--- src/rtl/clock_pkg.sv ---
// rtl/clock_pkg.sv - shared types and limits for the BCD time-of-day counter
package clock_pkg;

  typedef logic [3:0] bcd_t;

  typedef enum logic [1:0] {
    SEL_SEC  = 2'd0,
    SEL_MIN  = 2'd1,
    SEL_HOUR = 2'd2,
    SEL_NONE = 2'd3
  } sel_t;

  localparam logic [7:0] MAX_SEC  = 8'h59;
  localparam logic [7:0] MAX_MIN  = 8'h59;
  localparam logic [7:0] MAX_HOUR = 8'h23;

  // Both digits of a packed BCD pair are within 0..9
  function automatic logic bcd_legal(input logic [7:0] v);
    return (v[7:4] <= 4'd9) && (v[3:0] <= 4'd9);
  endfunction

endpackage

--- src/rtl/clock_time_counter_if.sv ---
// rtl/clock_time_counter_if.sv - control inputs and display outputs of the time counter
interface clock_time_counter_if;
  import clock_pkg::*;

  logic       tick_1hz;
  logic       set_en;
  logic [1:0] sel;
  logic       inc;
  bcd_t       CH, CL, MH, ML, SH, SL;
  logic       day_pulse;
  logic       chime;

  modport master (
    output tick_1hz, set_en, sel, inc,
    input  CH, CL, MH, ML, SH, SL, day_pulse, chime
  );

  modport slave (
    input  tick_1hz, set_en, sel, inc,
    output CH, CL, MH, ML, SH, SL, day_pulse, chime
  );

endinterface

--- src/rtl/clock_time_counter_bcd_mod_counter.sv ---
// rtl/clock_time_counter_bcd_mod_counter.sv - two-digit BCD modulo counter, 00..MAX
module bcd_mod_counter
  import clock_pkg::*;
#(
  parameter logic [7:0] MAX  = 8'h59,
  parameter logic [7:0] INIT = 8'h00
) (
  input  logic clk,
  input  logic rst_n,
  input  logic inc_en,
  input  logic clr,
  output bcd_t hi,
  output bcd_t lo,
  output logic carry
);

  logic [7:0] value;
  logic [7:0] value_nxt;

  assign hi    = value[7:4];
  assign lo    = value[3:0];
  // Carry only from the legal top value, so a corrupt field never ripples
  assign carry = inc_en && (value == MAX);

  // Next value: clear, or increment with wrap; anything illegal or out of range wraps to 00
  always_comb begin
    value_nxt = value;
    if (clr) begin
      value_nxt = 8'h00;
    end else if (inc_en) begin
      if (!bcd_legal(value) || (value >= MAX)) begin
        value_nxt = 8'h00;
      end else if (value[3:0] == 4'd9) begin
        value_nxt = {value[7:4] + 4'd1, 4'd0};
      end else begin
        value_nxt = {value[7:4], value[3:0] + 4'd1};
      end
    end
  end

  // Digit register
  always_ff @(posedge clk or negedge rst_n) begin
    if (!rst_n) begin
      value <= INIT;
    end else begin
      value <= value_nxt;
    end
  end

endmodule

--- src/rtl/clock_time_counter.sv ---
// rtl/clock_time_counter.sv - hh:mm:ss BCD counter with set mode; optional hourly chime via CHIME_EN
module clock_time_counter
  import clock_pkg::*;
#(
  parameter logic [7:0] INIT_H = 8'h00,
  parameter logic [7:0] INIT_M = 8'h00,
  parameter logic [7:0] INIT_S = 8'h00
) (
  input logic                  clk,
  input logic                  rst_n,
  clock_time_counter_if.slave  bus
);

  logic run;
  logic adj;
  logic sec_inc, sec_clr, sec_carry;
  logic min_inc, min_carry;
  logic hour_inc, hour_carry;
  logic day_q;

  assign run = !bus.set_en;
  assign adj = bus.set_en && bus.inc;

  // In run mode the carries chain all three fields in one cycle; in set mode
  // each field is touched only by its own inc, so no carry leaks between them.
  assign sec_inc  = run && bus.tick_1hz;
  assign sec_clr  = adj && (bus.sel == SEL_SEC);
  assign min_inc  = run ? sec_carry : (adj && (bus.sel == SEL_MIN));
  assign hour_inc = run ? min_carry : (adj && (bus.sel == SEL_HOUR));

  bcd_mod_counter #(.MAX(MAX_SEC), .INIT(INIT_S)) u_sec (
    .clk(clk), .rst_n(rst_n), .inc_en(sec_inc), .clr(sec_clr),
    .hi(bus.SH), .lo(bus.SL), .carry(sec_carry)
  );

  bcd_mod_counter #(.MAX(MAX_MIN), .INIT(INIT_M)) u_min (
    .clk(clk), .rst_n(rst_n), .inc_en(min_inc), .clr(1'b0),
    .hi(bus.MH), .lo(bus.ML), .carry(min_carry)
  );

  bcd_mod_counter #(.MAX(MAX_HOUR), .INIT(INIT_H)) u_hour (
    .clk(clk), .rst_n(rst_n), .inc_en(hour_inc), .clr(1'b0),
    .hi(bus.CH), .lo(bus.CL), .carry(hour_carry)
  );

  // Day pulse lands on the same cycle the display shows 00:00:00; set-mode hour wrap excluded
  always_ff @(posedge clk or negedge rst_n) begin
    if (!rst_n) begin
      day_q <= 1'b0;
    end else begin
      day_q <= run && hour_carry;
    end
  end

  assign bus.day_pulse = day_q;

`ifdef CHIME_EN
  logic [7:0] sec_now;
  logic       min_is_59;
  logic       sec_pre;
  logic       sec_at;
  logic       chime_q;

  assign sec_now   = {bus.SH, bus.SL};
  assign min_is_59 = ({bus.MH, bus.ML} == 8'h59);
  // Seconds one step before a chime second (ticking into it) and chime seconds themselves
  assign sec_pre   = (sec_now == 8'h50) || (sec_now == 8'h52) || (sec_now == 8'h54) ||
                     (sec_now == 8'h56) || (sec_now == 8'h58);
  assign sec_at    = (sec_now == 8'h51) || (sec_now == 8'h53) || (sec_now == 8'h55) ||
                     (sec_now == 8'h57) || (sec_now == 8'h59);

  // Chime predicted from the value the digits take this edge, so it stays aligned with them
  always_ff @(posedge clk or negedge rst_n) begin
    if (!rst_n) begin
      chime_q <= 1'b0;
    end else begin
      chime_q <= run && min_is_59 && (bus.tick_1hz ? sec_pre : sec_at);
    end
  end

  assign bus.chime = chime_q;
`else
  assign bus.chime = 1'b0;
`endif

endmodule
--- src/flat_wrapper.sv ---
// flat-port wrapper written by rule: the top's interface ports become plain ports
module clock_time_counter_flat import clock_pkg::*;
#(
  parameter logic [7:0] INIT_H = 8'h00,
  parameter logic [7:0] INIT_M = 8'h00,
  parameter logic [7:0] INIT_S = 8'h00
)
  (clk, rst_n, bus_tick_1hz, bus_set_en, bus_sel, bus_inc, bus_CH, bus_CL, bus_MH, bus_ML, bus_SH, bus_SL, bus_day_pulse, bus_chime);
  clock_time_counter_if bus_i ();
  input logic clk;
  input logic rst_n;
  input wire logic [$bits(bus_i.tick_1hz)-1:0] bus_tick_1hz;
  input wire logic [$bits(bus_i.set_en)-1:0] bus_set_en;
  input wire logic [$bits(bus_i.sel)-1:0] bus_sel;
  input wire logic [$bits(bus_i.inc)-1:0] bus_inc;
  output wire logic [$bits(bus_i.CH)-1:0] bus_CH;
  output wire logic [$bits(bus_i.CL)-1:0] bus_CL;
  output wire logic [$bits(bus_i.MH)-1:0] bus_MH;
  output wire logic [$bits(bus_i.ML)-1:0] bus_ML;
  output wire logic [$bits(bus_i.SH)-1:0] bus_SH;
  output wire logic [$bits(bus_i.SL)-1:0] bus_SL;
  output wire logic [$bits(bus_i.day_pulse)-1:0] bus_day_pulse;
  output wire logic [$bits(bus_i.chime)-1:0] bus_chime;
  assign bus_i.tick_1hz = bus_tick_1hz;
  assign bus_i.set_en = bus_set_en;
  assign bus_i.sel = bus_sel;
  assign bus_i.inc = bus_inc;
  assign bus_CH = bus_i.CH;
  assign bus_CL = bus_i.CL;
  assign bus_MH = bus_i.MH;
  assign bus_ML = bus_i.ML;
  assign bus_SH = bus_i.SH;
  assign bus_SL = bus_i.SL;
  assign bus_day_pulse = bus_i.day_pulse;
  assign bus_chime = bus_i.chime;
  clock_time_counter #(.INIT_H(INIT_H), .INIT_M(INIT_M), .INIT_S(INIT_S)) u_core (.clk(clk), .rst_n(rst_n), .bus(bus_i));
endmodule
--- config.mk ---
export PLATFORM = sky130hd
export DESIGN_NAME = clock_time_counter_flat
export DESIGN_NICKNAME = d
export VERILOG_FILES = /design/src/rtl/clock_pkg.sv /design/src/rtl/clock_time_counter_if.sv /design/src/rtl/clock_time_counter_bcd_mod_counter.sv /design/src/rtl/clock_time_counter.sv /design/src/flat_wrapper.sv
export SDC_FILE = /design/constraint.sdc
export NUM_CORES = 1
export LEC_CHECK = 0
export BUFFER_PORTS_ARGS = -buffer_cell sky130_fd_sc_hd__buf_4
export CORE_MARGIN = 3
export CORE_UTILIZATION = 50
export DETAILED_ROUTE_END_ITERATION = 10
export PLACE_DENSITY = 0.74
export SLEW_MARGIN = 20
export SYNTH_ARGS = -nofsm -noshare
export SYNTH_HDL_FRONTEND = slang
export SYNTH_HIERARCHICAL = 1
export SYNTH_SLANG_ARGS = --single-unit
export TNS_END_PERCENT = 100
--- constraint.sdc ---
create_clock -name clk -period 4.1 [get_ports clk]
set_input_delay 0.82 -clock clk [delete_from_list [all_inputs] [get_ports clk]]
set_output_delay 0.82 -clock clk [all_outputs]
set_load 0.1 [all_outputs]
### After elaboration in Yosys (flattened, before gate mapping)

Cells that the tools add are included.

* order comparisons: 9
* mux-type cells: 10
* equality and inequality tests: 8
* reductions and logical operators: 27
* add/sub/neg operators: 6

Operators by type and width (number)
* $mux W8: 8
* $add A4 B1 Y4 const B: 6
* $le A4 B4 Y1 const B: 6
* $eq A8 B7 Y1 const B: 2
* $ge A8 B7 Y1 const B: 2
* $eq A4 B4 Y1 const B: 3
* $logic_and A1 B1 Y1: 12
* $eq A8 B6 Y1 const B: 1
* $ge A8 B6 Y1 const B: 1
* $reduce_and A2 Y1: 3
* $reduce_bool A2 Y1: 3
* $logic_not A1 Y1: 4
* $logic_or A1 B1 Y1: 3
* $reduce_bool A3 Y1: 1
* $eq A2 B1 Y1 const B: 1
* $eq A2 B2 Y1 const B: 1
* $logic_not A2 Y1: 1
* $mux W1: 2

* word-level logic and storage cells: 67
* input port bits: 7
* flip-flop bits (word level): 25
* output and inout bits: 26

### Logic depth before layout (Yosys ltp)

Gate-level depths: netlist (run 1).

* depth in word-level cells: 8
* mapped depth: 14
* mapped depth without buffers: 13

### By module

Netlist (run 1), hierarchy kept.

By module, submodules not included
* bcd_mod_counter at u_core.u_min ...: times used 2, seq. area each 200.2 µm², cells each 53, area each 525.5 µm²
* bcd_mod_counter at u_core.u_hour: times used 1, seq. area each 200.2 µm², cells each 56, area each 506.7 µm²
* clock_time_counter: times used 1, seq. area each 25.0 µm², cells each 12, area each 97.6 µm²

### Worst setup path after synthesis (run 1)

No wires, ideal clock.

* path kind: flip-flop to flip-flop
* start: register u_core.u_sec.value[3]
* end: register u_core.u_hour.value[1]
* setup time: 120 ps
* period minus slack after synthesis: 3340 ps
* path slack: 760 ps
* arrival time: 3220 ps
* cell stages (with the launch flop): 13
* cells stage by stage: dfrtp_1 > and4bb_4 > and3_2 > inv_1 > o21ai_0 > and3_2 > inv_1 > o21ai_0 > nor2_1 > buf_2 > nor4b_1 > nand3_1 > o311ai_0

* cells in the longest elaborated chain, start to end: 5

RTL lines
* from (decl): RTL line clock_time_counter_bcd_mod_counter.sv:17 `logic [7:0] value;`
* from (signal assigned): RTL line clock_time_counter_bcd_mod_counter.sv:46 `value <= value_nxt;`
* $eq A8 B7 Y1: RTL line clock_time_counter_bcd_mod_counter.sv:23 `assign carry = inc_en && (value == MAX);`
* $logic_and A1 B1 Y1: RTL line clock_time_counter_bcd_mod_counter.sv:23
* net u_core.sec_carry: RTL line clock_time_counter.sv:16 `logic sec_inc, sec_clr, sec_carry;`
* $mux W1: RTL line clock_time_counter.sv:28 `assign min_inc = run ? sec_carry : (adj && (bus.sel == SEL_MIN));`
* net u_core.min_inc: RTL line clock_time_counter.sv:17 `logic min_inc, min_carry;`
* $logic_and A1 B1 Y1: RTL line clock_time_counter_bcd_mod_counter.sv:23
* net u_core.min_carry: RTL line clock_time_counter.sv:17
* $mux W1: RTL line clock_time_counter.sv:29 `assign hour_inc = run ? min_carry : (adj && (bus.sel == SEL_HOUR));`
* net u_core.hour_inc: RTL line clock_time_counter.sv:18 `logic hour_inc, hour_carry;`
* to (signal assigned): RTL line clock_time_counter_bcd_mod_counter.sv:46
* to (decl): RTL line clock_time_counter_bcd_mod_counter.sv:17

The timed path passes the listed nets, and every way through them passes these cells.
A chain may end at the register's enable or synchronous reset.

### Final worst setup path (run 1)

* start: input port bus_set_en
* end: register u_core.u_hour.value[1]

* cells in the longest elaborated chain, start to end: 6

RTL lines
* from (decl): RTL line flat_wrapper.sv:13 `input wire logic [$bits(bus_i.set_en)-1:0] bus_set_en;`
* $logic_not A1 Y1: RTL line clock_time_counter.sv:21 `assign run = !bus.set_en;`
* $logic_and A1 B1 Y1: RTL line clock_time_counter.sv:26 `assign sec_inc = run && bus.tick_1hz;`
* net u_core.sec_inc: RTL line clock_time_counter.sv:16
* $logic_and A1 B1 Y1: RTL line clock_time_counter_bcd_mod_counter.sv:23
* net u_core.sec_carry: RTL line clock_time_counter.sv:16
* $mux W1: RTL line clock_time_counter.sv:28
* net u_core.min_inc: RTL line clock_time_counter.sv:17
* $logic_and A1 B1 Y1: RTL line clock_time_counter_bcd_mod_counter.sv:23
* net u_core.min_carry: RTL line clock_time_counter.sv:17
* $mux W1: RTL line clock_time_counter.sv:29
* net u_core.hour_inc: RTL line clock_time_counter.sv:18

The timed path passes the listed nets, and every way through them passes these cells.

==> summary.md, run 1 <==
| Metric | Value |
|---|---|
| Top FF cell, synth | `dfrtp_1` |
| TritonCTS clock tree | `yes` |
| Via count | `1443` |
| HP Class | `in -> async` |
| RSZ-0062 raised after global routing | `no` |
| Longest Clk Path Bufs | `2` |
| Cts hold-fix bufs | `0` |
| Post-route setup slack | `949 ps` |
| CP startpoint | `bus_set_en` |
| Critical path arrival | `3340 ps` |
| DR vias/cell | `5.55` |
| Combinational family with the most area after synthesis | `simple AND/OR/NAND/NOR gates` |
| Asr flop ratio synth | `1.00` |
| Post-CTS Resized | `0` |
| Fin Setup TNS | `0 ps` |
| Root Driver | `clkbuf_4` |
| Worst slack at placement | `615 ps` |
| Post-CTS setup buffer count | `0` |
| Residual DRC | `0` |
| Slowest CP cell | `o21ai_0` |
| Placement Cell Area | `1960 sq um` |
| Yosys reg bits | `25` |
| Row count | `20` |
| Clk sinks | `25` |
| Worst setup SP type | `input pin` |
| Max Fclk | `317 MHz` |
| Post-Synth Simple-Gate Area | `0.268` |
| Vias in the first global route | `1390` |
| Initial antenna violation count | `0` |
| DR iter-0 viols | `120` |
| Layout cell share with drive strength beyond 1 | `0.227` |
| Routed wire length | `3650 um` |
| R2r setup slk | `960 ps` |
| Total inserted antenna cells | `0` |
| Distinct cells, synth | `46` |
| Dpl cells | `256` |
| Die width | `63.5 um` |
| Gpl congestion | `0.819` |
| Detail Placement HPWL | `2740 um` |
| DRT Pass-1 Iters | `4` |
| Inserted Clock Buffers | `3` |
| Dominant cells by area after synthesis | `dfrtp_1, ha_1, nand2_1, inv_1, o41ai_4` |
| Xor and xnor area share after synthesis | `0.0106` |
| Worst-Skew Late Latency | `310 ps` |
| R2R Path Start | `u_core/u_sec/value[0]` |
| Fin crit period | `3150 ps` |
| Port-buffer cells | `31` |
| Worst-path clk slew | `140 ps` |
| Cells on worst reg2reg path | `11` |
| Status | `completed` |
| Worst hold margin | `376 ps` |
| Final #Nets | `233` |
| Hold Vio Cnt, Final | `0` |
| DR WL/cell | `14.1 um` |
| Peak supply drop | `0.258 mV` |
| Setup CP Type | `in -> reg` |
| H-tree depth | `1` |
| Mux contribution to synthesized area | `0` |
| Area delta synth->final | `20.3%` |
| First-pass GRT wire length | `6410 um` |
| Final non-filler cell total | `260` |
| Synth Area in Adders | `0.0680` |
| Post-route ant nets | `0` |
| Mapped Area | `1660 sq um` |
| Crit-path cells | `buf_4 > and2b_1 > and3_2 > inv_1 > o21ai_0 > and3_2 > inv_1 > o21ai_0 > nor2_1 > nor4b_1 > nand3_1 > o311ai_0` |
| Reg-to-reg endpoint | `u_core/u_hour/value[1]` |
| Synth Area in Compound Gates | `0.229` |
| Seq/Total Area, Yosys | `0.378` |
| Pwr dens | `467 nW/um^2` |
| Top-area cell type share of the netlist area | `0.378` |
| Max-slew violation count | `0` |
| FILL cells | `287` |
| Worst setup EP type | `flip-flop` |
| Die span in y | `63.5 um` |
| GRT overflow | `0` |
| Static Leakage | `0.906 nW` |
| Normalized max-slew margin | `0.514` |
| Max incr delay on CP | `390 ps` |
| Worst clock skew | `6.93 ps` |
| Core region area | `3100 sq um` |
| Post-Layout Inst Area | `1990 sq um` |
| Endpoints failing setup | `0` |
| Mapped Cells | `174` |
| Mapped Avg Cell Area | `9.51 sq um` |
| # IOs | `33` |
| Max-cap viol count | `0` |
| Worst slew pin tran | `726 ps` |
| Starting density of the core | `0.533` |
| Required @ worst endpoint | `4290 ps` |
| Largest net degree at the start of global routing | `26` |
| Full die area | `4040 sq um` |
| Total track usage | `0.194` |
| Post-synth EDFFs | `0` |
| Syn. warnings | `6` |
| Largest area contributor in the netlist | `dfrtp_1` |
| Largest fanout on the critical path | `12` |
| Tcrit/Tclk final | `0.769` |
| Worst Setup EP | `u_core/u_hour/value[1]` |
Yosys cell counts (all sizes together), types with 2 or more instances:
library cell and instances:
a2111oi 2, a21oi 4, a22o 6, a31oi 5, and2 6, and3 4, and3b 3, and4bb 4
buf 2, dfrtp 25, ha 9, inv 16, nand2 20, nand2b 3, nand3 8, nand3b 2
nand4b 2, nor2 6, nor3 2, nor4 2, o211ai 2, o21ai 11, o22ai 4, o2bb2ai 6
o31ai 3, o41ai 2, or2 2, xnor2 2
layer usage:
| layer | global-route usage | up-vias | wire (um) |
|---|---|---|---|
| met2 | 0.318 | 34 | 1780 |
| met4 | 0.0566 | 0 | 33 |
| met3 | 0.0410 | 4 | 194 |
| met5 | 0 | - | 0 |
| li1 | - | 714 | - |
| met1 | 0.257 | 691 | 1650 |
cell usage in the layout (no fill, tap or decap), drive strengths merged, types with 3 or more instances in the layout:
cell / count
o2bb2ai: 6
nor2: 6
a22o: 6
ha: 9
nand3: 8
inv: 16
and4bb: 4
dfrtp: 25
o21ai: 11
a31oi: 5
a21oi: 4
buf: 31
and3: 4
nand2b: 3
and2: 6
clkbuf: 3
o22ai: 4
o31ai: 3
and3b: 3
conb: 10
nand2: 20
stage by stage:
| stage | power [mW] | utilization |
|---|---|---|
| 2_1_floorplan | 0.718 | - |
| 3_3_place_gp | 0.812 | 0.633 |
| 3_5_place_dp | 0.821 | 0.633 |
| 4_1_cts | 0.931 | 0.642 |
| 5_1_grt | 0.979 | 0.642 |
| 6_report | 0.930 | 0.642 |
logic make-up (layout without fill, tap and decap cells):
logic type                 after synthesis  after routing
and+or+nand+nor                         70             70
AOI/OAI and AO/OA                       49             49
DFF                                     25             25
adders and majority gates                9              9
xor gates and xnor gates                 2              2
other                                    1             10
buffers and inverters                   18             51
registers in the layout, summed over array words and instances (netlist names):
register	cells
u_core/u_min/value	8
u_core/u_sec/value	8
u_core/u_hour/value	8
u_core/bus.day_pulse	1
critical path, delay by kind of cell:
kind | cells | cell delay (ps)
and+or+nand+nor | 6 | 1460
AOI/OAI and AO/OA | 3 | 880
buffers and inverters | 3 | 190
layout make-up:
cell class	instances	area [sq um]	area share
clock inverters	1	5.00	0.00251
multi-input cells	140	991	0.497
flip-flops and latches	25	626	0.314
clock buffers	3	22.5	0.0113
inverters	16	60.1	0.0302
repair buffers	31	233	0.117
well taps	44	55.1	0.0276
how the worst min path moves through the flow:
stage | depth (start not counted) | slack, ps | to | from
5_1_grt | 1 | 370 | u_core/u_sec/value[1] | rst_n
6_report | 1 | 380 | u_core/u_min/value[0] | rst_n
3_5_place_dp | 1 | 540 | u_core/u_min/value[7] | u_core/u_min/value[7]
2_1_floorplan | 0 | 520 | u_core/bus.day_pulse | rst_n
4_1_cts | 1 | 380 | u_core/u_sec/value[0] | rst_n
3_3_place_gp | 1 | 520 | u_core/u_min/value[7] | u_core/u_min/value[7]
power by group:
part           leakage, nW  internal, mW  switching, mW  total [mW]
logic                0.548         0.127          0.357       0.485
registers            0.341         0.278         0.0566       0.335
clock network       0.0177        0.0365         0.0736       0.110
total                0.906         0.442          0.488       0.930
Power figures use the tool's default switching activity.
==> inputs of run 2 (changes only) <==
- clock period: 4.1 -> 2.9 ns (I/O delays scaled with it)
==> run 2 against run 1 <==
Compared with the run above:
- sequential share of layout area up 0.26 points
- non-clock buffer count grew 3
- sequential power up 47%
==> summary.md, run 2 (synthesized netlist as in run 1, its figures left out) <==
| Metric | Value |
|---|---|
| Gpl congestion | `0.914` |
| DR vias/cell | `5.55` |
| Setup CP Type | `reg -> reg` |
| Core region area | `3100 sq um` |
| Post-route ant nets | `0` |
| Final #Nets | `236` |
| Layout cell share with drive strength beyond 1 | `0.269` |
| DR iter-0 viols | `86` |
| Post-CTS Resized | `0` |
| Placement Cell Area | `2000 sq um` |
| Detail Placement HPWL | `2840 um` |
| Slowest CP cell | `dfrtp_4` |
| Static Leakage | `0.908 nW` |
| Worst setup EP type | `flip-flop` |
| Max Fclk | `394 MHz` |
| Row count | `20` |
| Largest regs | `u_core/u_hour/value: 8 flops, u_core/u_min/value: 8 flops, u_core/u_sec/value: 8 flops` |
| Worst clock skew | `2.19 ps` |
| TritonCTS clock tree | `yes` |
| Endpoints failing setup | `0` |
| Critical path arrival | `2760 ps` |
| First-pass GRT wire length | `6760 um` |
| Residual DRC | `0` |
| Worst setup SP type | `flip-flop` |
| Worst-Skew Late Latency | `310 ps` |
| Most frequent cells in the layout | `buf_4, nand2_1, dfrtp_1, inv_1, conb_1` |
| DRT Pass-1 Iters | `4` |
| Routed wire length | `3880 um` |
| Full die area | `4040 sq um` |
| # IOs | `33` |
| Post-CTS setup buffer count | `0` |
| Inserted Clock Buffers | `3` |
| Largest net degree at the start of global routing | `26` |
| HP Class | `in -> async` |
| FF+latch area | `643 sq um` |
| Required @ worst endpoint | `3120 ps` |
| H-tree depth | `1` |
| Multi-input gate area in the final layout | `991 sq um` |
| DR WL/cell | `14.7 um` |
| Longest Clk Path Bufs | `2` |
| Fin Setup TNS | `0 ps` |
| Via count | `1459` |
| Max-cap viol count | `0` |
| Most common cell after layout, fill and taps aside | `buf_4` |
| RSZ-0062 raised after global routing | `no` |
| Hold Vio Cnt, Final | `0` |
| Max-slew violation count | `0` |
| FILL cells | `295` |
| Total inserted antenna cells | `0` |
| Initial antenna violation count | `0` |
| Total track usage | `0.207` |
| Clk sinks | `25` |
| Fin crit period | `2540 ps` |
| Post-Layout Inst Area | `2030 sq um` |
| Crit-path cells | `ha_1 > and3b_1 > and3_2 > inv_1 > o21ai_1 > and3_2 > inv_1 > o21ai_0 > nor2_1 > buf_4 > nor3b_1 > o211ai_1 > nand2_1` |
| Max incr delay on CP | `530 ps` |
| Largest fanout on the critical path | `8` |
| GRT overflow | `0` |
| Cts hold-fix bufs | `0` |
| Status | `completed` |
| Root Driver | `clkbuf_4` |
| Peak supply drop | `0.446 mV` |
| Pwr dens | `664 nW/um^2` |
| Area delta synth->final | `22.7%` |
| Die span in y | `63.5 um` |
| Vias in the first global route | `1420` |
| Util after Layout | `0.654` |
| Port-buffer cells | `31` |
| Die width | `63.5 um` |
| Starting density of the core | `0.533` |
| Tcrit/Tclk final | `0.875` |
| Worst-path clk slew | `140 ps` |
-- run 2: changes by cell type in the layout (fill, tap and decap cells not counted), sizes merged --
cell	previous run	this run
clkbuf	3	4
clkinv	1	0
buf	31	34
-- run 2: power by group --
| group | switching [mW] | internal [mW] | leakage [nW] |
|---|---|---|---|
| Combinational | 0.515 | 0.183 | 0.564 |
| Clock | 0.104 | 0.0538 | 0.0150 |
| Sequential | 0.0816 | 0.411 | 0.330 |
| Total | 0.700 | 0.647 | 0.908 |
-- run 2: critical path, delay by kind of cell, from the launching register on --
kind | cells | cell delay, ps
DFF | 1 | 530
AOI/OAI and AO/OA | 3 | 330
buffers and inverters | 3 | 330
adders and majority gates | 1 | 200
and+or+nand+nor | 6 | 1080
-- run 2: path summary, 6_finish.rpt --
path | slack, ps | depth (start not counted) | end | start
min in group clk | 450 | 2 | u_core/bus.day_pulse | bus_set_en
hold / removal | 140 | 1 | u_core/u_sec/value[2] | rst_n
setup / recovery | 360 | 13 | u_core/u_hour/value[4] | u_core/u_sec/value[4]
setup reg to reg | 360 | 13 | u_core/u_hour/value[4] | u_core/u_sec/value[4]
max in group asynchronous | 2480 | 1 | u_core/u_sec/value[4] | rst_n
hold reg to reg | 550 | 1 | u_core/u_sec/value[7] | u_core/u_sec/value[7]
-- run 2: area by class of cell --
cell class,instances,area share
multi-input cells,140,0.488
flip-flops and latches,25,0.317
repair buffers,34,0.126
inverters,16,0.0296
well taps,44,0.0271
clock buffers,4,0.0129
-- run 2: through the flow --
| stage | std cells | hold slack (ps) | power [mW] | setup slack [ps] |
|---|---|---|---|---|
| after CTS | 263 | 138 | 1.35 | 389 |
| after floorplan | 183 | 284 | 1.03 | 45.0 |
| after detailed placement | 259 | 508 | 1.19 | 341 |
| after global routing | 263 | 136 | 1.43 | 98.4 |
| final | 263 | 142 | 1.35 | 361 |
| after global placement | 259 | 506 | 1.17 | 402 |
-- run 2: per-layer routing --
layer | share of wire | GRT usage | wire, um | vias up
met3 | 0.043 | 0.0303 | 167 | 6
met2 | 0.50 | 0.343 | 1940 | 35
met4 | 0.017 | 0.0782 | 67 | 0
met1 | 0.44 | 0.272 | 1700 | 701
met5 | 0 | 0 | 0 | -
li1 | - | - | - | 717
